==> src/rtl/cache_pkg.sv <==
`default_nettype none
// +-----------------------------------------------------------------------+
// | cache_pkg: geometry, FSM encoding and address-field helpers           |
// | Revision: 1.0                                                         |
// +-----------------------------------------------------------------------+
package cache_pkg;
   localparam int NUM_LINES = 32;
   localparam int ADDR_W    = 10;
   localparam int DATA_W    = 32;
   localparam int OFFSET_W  = 2;
   localparam int INDEX_W   = $clog2(NUM_LINES);
   localparam int TAG_W     = ADDR_W - INDEX_W - OFFSET_W;
   localparam int LINE_W    = DATA_W << OFFSET_W;

   typedef enum logic [1:0] {
      ST_IDLE    = 2'd0,
      ST_RD_MISS = 2'd1,
      ST_WR_THRU = 2'd2
   } state_t;

   typedef struct packed {
      logic [TAG_W-1:0]    tag;
      logic [INDEX_W-1:0]  index;
      logic [OFFSET_W-1:0] offset;
   } addr_fields_t;

   function automatic addr_fields_t split_addr(input logic [ADDR_W-1:0] addr);
      return addr_fields_t'(addr);
   endfunction

   function automatic logic [DATA_W-1:0] line_word(input logic [LINE_W-1:0] line,
                                                   input logic [OFFSET_W-1:0] offset);
      return line[int'(offset)*DATA_W +: DATA_W];
   endfunction
endpackage
`default_nettype wire

==> src/rtl/cache_line_array.sv <==
`default_nettype none
// +-----------------------------------------------------------------------+
// | cache_line_array: valid/tag/data storage, combinational read port     |
// | Revision: 1.0                                                         |
// +-----------------------------------------------------------------------+
module cache_line_array
   import cache_pkg::*;
(
   input  logic                clk,
   input  logic                rst_n,
   input  logic [INDEX_W-1:0]  rd_index,
   output logic                rd_valid,
   output logic [TAG_W-1:0]    rd_tag,
   output logic [LINE_W-1:0]   rd_line,
   input  logic                fill_en,
   input  logic [INDEX_W-1:0]  fill_index,
   input  logic [TAG_W-1:0]    fill_tag,
   input  logic [LINE_W-1:0]   fill_line,
   input  logic                wr_en,
   input  logic [INDEX_W-1:0]  wr_index,
   input  logic [OFFSET_W-1:0] wr_offset,
   input  logic [DATA_W-1:0]   wr_data
);
   logic [NUM_LINES-1:0] valid;
   logic [TAG_W-1:0]     tag_arr  [NUM_LINES];
   logic [LINE_W-1:0]    data_arr [NUM_LINES];

   always_ff @(posedge clk or negedge rst_n) begin
      if (!rst_n)
         valid <= '0;
      else if (fill_en)
         valid[fill_index] <= 1'b1;
   end

   // Tag and data are left unreset; the valid bit alone qualifies them.
   always_ff @(posedge clk) begin
      if (fill_en) begin
         tag_arr[fill_index]  <= fill_tag;
         data_arr[fill_index] <= fill_line;
      end else if (wr_en) begin
         data_arr[wr_index][int'(wr_offset)*DATA_W +: DATA_W] <= wr_data;
      end
   end

   assign rd_valid = valid[rd_index];
   assign rd_tag   = tag_arr[rd_index];
   assign rd_line  = data_arr[rd_index];
endmodule
`default_nettype wire

==> src/rtl/dcache_wt_controller.sv <==
`default_nettype none
// +-----------------------------------------------------------------------+
// | dcache_wt_controller: direct-mapped write-through no-allocate D-cache |
// | Revision: 1.0                                                         |
// +-----------------------------------------------------------------------+
module dcache_wt_controller
   import cache_pkg::*;
(
   input  logic              clk,
   input  logic              rst_n,
   input  logic              cpu_read,
   input  logic              cpu_write,
   input  logic [ADDR_W-1:0] cpu_addr,
   input  logic [DATA_W-1:0] cpu_wdata,
   output logic [DATA_W-1:0] cpu_rdata,
   output logic              stall,
   output logic              mem_read,
   output logic              mem_write,
   output logic [ADDR_W-1:0] mem_word_addr,
   output logic [DATA_W-1:0] mem_wdata,
   input  logic [LINE_W-1:0] mem_block_in,
   input  logic              mem_ready
);
   state_t       state;
   addr_fields_t req;
   addr_fields_t lat;
   logic         line_valid;
   logic [TAG_W-1:0]  line_tag;
   logic [LINE_W-1:0] line_data;
   logic         hit;
   logic         fill_en;
   logic         wr_en;

   assign req     = split_addr(cpu_addr);
   assign lat     = split_addr(mem_word_addr);
   assign hit     = line_valid && (line_tag == req.tag);
   assign fill_en = (state == ST_RD_MISS) && mem_ready;
   assign wr_en   = (state == ST_IDLE) && cpu_write && hit;

   cache_line_array u_lines (
      .clk        (clk),
      .rst_n      (rst_n),
      .rd_index   (req.index),
      .rd_valid   (line_valid),
      .rd_tag     (line_tag),
      .rd_line    (line_data),
      .fill_en    (fill_en),
      .fill_index (lat.index),
      .fill_tag   (lat.tag),
      .fill_line  (mem_block_in),
      .wr_en      (wr_en),
      .wr_index   (req.index),
      .wr_offset  (req.offset),
      .wr_data    (cpu_wdata)
   );

   always_ff @(posedge clk or negedge rst_n) begin
      if (!rst_n) begin
         state         <= ST_IDLE;
         mem_word_addr <= '0;
         mem_wdata     <= '0;
      end else begin
         case (state)
            ST_IDLE: begin
               if (cpu_write) begin
                  mem_word_addr <= cpu_addr;
                  mem_wdata     <= cpu_wdata;
                  state         <= ST_WR_THRU;
               end else if (cpu_read && !hit) begin
                  mem_word_addr <= cpu_addr;
                  state         <= ST_RD_MISS;
               end
            end
            ST_RD_MISS, ST_WR_THRU: begin
               if (mem_ready)
                  state <= ST_IDLE;
            end
            default: state <= ST_IDLE;
         endcase
      end
   end

   // Handshake outputs are gated by rst_n so they read as idle during reset.
   always_comb begin
      stall     = 1'b0;
      mem_read  = 1'b0;
      mem_write = 1'b0;
      cpu_rdata = '0;
      if (rst_n) begin
         case (state)
            ST_IDLE: begin
               stall = cpu_write || (cpu_read && !hit);
               if (cpu_read && !cpu_write && hit)
                  cpu_rdata = line_word(line_data, req.offset);
            end
            ST_RD_MISS: begin
               stall    = 1'b1;
               mem_read = !mem_ready;
            end
            ST_WR_THRU: begin
               stall     = !mem_ready;
               mem_write = !mem_ready;
            end
            default: ;
         endcase
      end
   end
endmodule
`default_nettype wire

==> config.mk <==
export PLATFORM = sky130hd
export DESIGN_NAME = dcache_wt_controller
export DESIGN_NICKNAME = d
export VERILOG_FILES = /design/src/rtl/cache_pkg.sv /design/src/rtl/cache_line_array.sv /design/src/rtl/dcache_wt_controller.sv
export SDC_FILE = /design/constraint.sdc
export NUM_CORES = 2
export LEC_CHECK = 0
export BUFFER_PORTS_ARGS = -buffer_cell sky130_fd_sc_hd__clkbuf_2
export CORE_UTILIZATION = 35
export CTS_BUF_LIST = sky130_fd_sc_hd__clkbuf_16
export DETAILED_ROUTE_END_ITERATION = 7
export SLEW_MARGIN = 20
export SYNTH_ARGS = -nofsm -noshare
export SYNTH_HDL_FRONTEND = slang
export SYNTH_MEMORY_MAX_BITS = 65536
export SYNTH_SLANG_ARGS = --single-unit
==> constraint.sdc <==
create_clock -name clk -period 11.7 [get_ports clk]
set_input_delay 1.17 -clock clk [delete_from_list [all_inputs] [get_ports clk]]
set_output_delay 1.17 -clock clk [all_outputs]
set_load 0.02 [all_outputs]
==> impl_metrics.ini <==
[status]
status = finished, final reports clean

[global_routing]
grt_use_total = 0.214
grt_max_degree = 142
antenna_found_initial = 71
grt_pass1_vias = 82700
grt_pass1_wl_um = 704000
gr-total-overflow = 0

[power]
p_leak_nw = 59.0
ir_worst_vdd_uv = 126
powerDensity_mw_per_mm2 = 173

[placement]
dp_hpwl_um = 288000
globalplace.congestion = 0.875
placed_cells = 13500
portBuffers = 251

[yosys]
syn_nets = 7312
synthDistinctLibCells = 46
async_reset_ff_frac = 0.0178
yosysSeqAreaShare = 0.770
synth_cells = 7129
synth_edf_count = 4192
postSynthAreaPerCell_um2 = 23.3
mappedNetlistArea_mm2 = 0.166
synth_flop_cell = edfxtp_1
synth_seq_cells = 4268
synth_warnings = 0

[setup_path]
critical_path.max_stage_delay_ns = 0.92
slowest_stage = buf_4
path_cells = buf_8 > buf_4 > buf_4 > buf_4 > mux4_2 > mux4_2 > mux4_2 > nand2_1 > a21oi_1 > clkbuf_2
regToRegStartpoint = u_lines.tag_arr[13][0]$_DFFE_PP_
r2r_slack_ns = 6.64
path_class = input port to primary output
worstPathArrival_ns = 6.59
reg2reg_to = u_lines.data_arr[12][89]$_DFFE_PP_
cp_max_fo = 68
required_ns = 10.53
end_kind = primary output
startpoint_type = input port
rr_worst_depth = 11

[drt]
drt_iter0_drc = 12900
first_pass_iters = 6
met2_length_um = 248000
highest_layer = met5
wl_met1_um = 194000
dr_total_vias = 84500
routed_wl_um = 524000
wl_per_cell_um = 36.6
wl_met3_um = 56800
antenna_left = 0
vias_per_cell = 5.90
drc = 0

[clocking]
path_clk_slew_ns = 0.06
h-tree-depth = 5
clock_path_buffers = 4
postCtsSetupRepairBufs = 0
cts_sinks = 4268
cts_made_buffers = 414
cts_root_buf = clkbuf_16
cts_tree = done
ctsResizeCount = 0
clock_latency_ns = 1.01
ctsHoldBuffers = 0

[floorplan]
rows = 252
start_util = 0.352
die_area_mm2 = 0.477
core_mm2 = 0.472
die_w_um = 691
ioPinCount = 252
die_y_um = 691

[timing]
finalCritPeriodShare = 0.663
setup_violations = 0
fmax_mhz = 129
report.final.hold_viol_count = 0
fin_crit_ns = 7.76
rsz0062_at_grt = false
slew_headroom = 0.211
tightest_slew_ns = 1.18
slew_viol_final = 0
fin_skew_ns = 0.104
fin_tns_setup_ns = 0

[layout]
drive_above_1_share = 0.355
final_cell_mix = 4,192 x edfxtp_1, 1,361 x mux4_2, 423 x clkbuf_16
final_common_cell = edfxtp_1
fillers = 40600
nets = 7878
layout.cells.non_filler = 14300
area_growth_pct = 15.7

[job]
drv_cap = 0

[hold_path]
hold_path_class = input port to async pin
## critical path, delay by kind of cell
family / cells / cell delay, ns
buf+inv: 5 / 2.94
mux: 3 / 1.68
simple gates: 1 / 0.24
compound gates: 1 / 0.16
## through the flow
stage | power (W) | hold slack [ns] | utilization | cell area [µm²] | worst slack [ns]
after floorplan | 0.0192 | 0.434 | - | 166000 | 6.02
after global placement | 0.0206 | 0.445 | 0.378 | 178000 | 3.34
after detailed placement | 0.0206 | 0.452 | 0.378 | 179000 | 4.08
after CTS | 0.0334 | 0.170 | 0.406 | 192000 | 4.06
after global routing | 0.0341 | 0.210 | 0.407 | 192000 | 3.91
final | 0.0333 | 0.201 | 0.407 | 192000 | 3.94
## state kept, by name (all words and copies together) (netlist names)
| signal | cells |
|---|---|
| u_lines.tag_arr | 96 |
| u_lines.valid | 32 |
| mem_wdata | 32 |
| state | 2 |
| mem_word_addr | 10 |
| u_lines.data_arr | 4096 |
## Yosys cell counts, types with 4 or more instances
| library cell | number | share of area |
|---|---|---|
| o21ai_0 | 160 | 0.0048 |
| mux4_2 | 1361 | 0.18 |
| nand3_1 | 21 | 0.00063 |
| clkbuf_1 | 257 | 0.0058 |
| inv_1 | 6 | 0.00014 |
| ha_1 | 8 | 0.00060 |
| or2_2 | 36 | 0.0014 |
| nand2b_1 | 10 | 0.00038 |
| nor2b_1 | 5 | 0.00019 |
| or4_1 | 15 | 0.00068 |
| and3_1 | 4 | 0.00015 |
| nand2_1 | 310 | 0.0070 |
| nor2_1 | 68 | 0.0015 |
| o31ai_1 | 128 | 0.0058 |
| edfxtp_1 | 4192 | 0.76 |
| dfrtp_1 | 76 | 0.011 |
| nand3b_1 | 5 | 0.00023 |
| a31oi_1 | 6 | 0.00023 |
| a21oi_1 | 170 | 0.0051 |
| nor3_1 | 14 | 0.00042 |
| buf_1 | 36 | 0.00081 |
| a22oi_1 | 9 | 0.00041 |
| buf_4 | 4 | 0.00018 |
| buf_2 | 144 | 0.0043 |
| mux2i_1 | 31 | 0.0019 |
| or4_4 | 5 | 0.00034 |
| mux2_2 | 15 | 0.0010 |
## area by class of cell
type | instances | area (µm²) | share of cell area
timing repair buffer | 595 | 4260 | 0.0222
clock inverter | 336 | 2430 | 0.0126
multi-input combinational | 2410 | 39100 | 0.204
antenna | 64 | 160 | 0.000834
clock buffer | 423 | 10600 | 0.0551
sequential | 4268 | 128000 | 0.665
inverter | 6 | 22.5 | 0.000117
tap | 6223 | 7790 | 0.0405
## worst max-delay path by stage
stage	from	to	slack [ns]	cells after the start
final	cpu_addr[3]	cpu_rdata[1]	3.94	10
after global routing	cpu_addr[2]	cpu_rdata[1]	3.91	10
after floorplan	cpu_addr[1]	u_lines.data_arr[31][0]$_DFFE_PP_	6.02	12
after CTS	cpu_addr[3]	cpu_rdata[1]	4.06	10
after detailed placement	cpu_addr[3]	cpu_rdata[1]	4.08	10
after global placement	cpu_addr[4]	u_lines.data_arr[30][95]$_DFFE_PP_	3.34	12
## metal layers
layer  GRT usage  up-vias
met4      0.0853       32
met3      0.0522     1008
li1            -    31800
met5           0        -
met1       0.282    46400
met2       0.343     5320
## kinds of logic (layout without fill, tap and decap cells)
family	after synthesis	in the layout	synth area share
flops	4268	4268	0.770
mux	1407	1407	0.188
simple gates	508	508	0.0136
compound gates	484	484	0.0169
buf+inv	451	1360	0.0116
fa+ha+maj	8	8	0.000603
xor+xnor	3	3	0.000158
other cells	0	64	0
## power by group
| group | internal, W | switching [W] | leakage [nW] |
|---|---|---|---|
| Combinational | 0.000908 | 0.00210 | 13.6 |
| Clock | 0.00718 | 0.00574 | 6.72 |
| Sequential | 0.0172 | 0.000154 | 38.7 |
| Total | 0.0253 | 0.00799 | 59.0 |
Power figures use the tool's default switching activity.
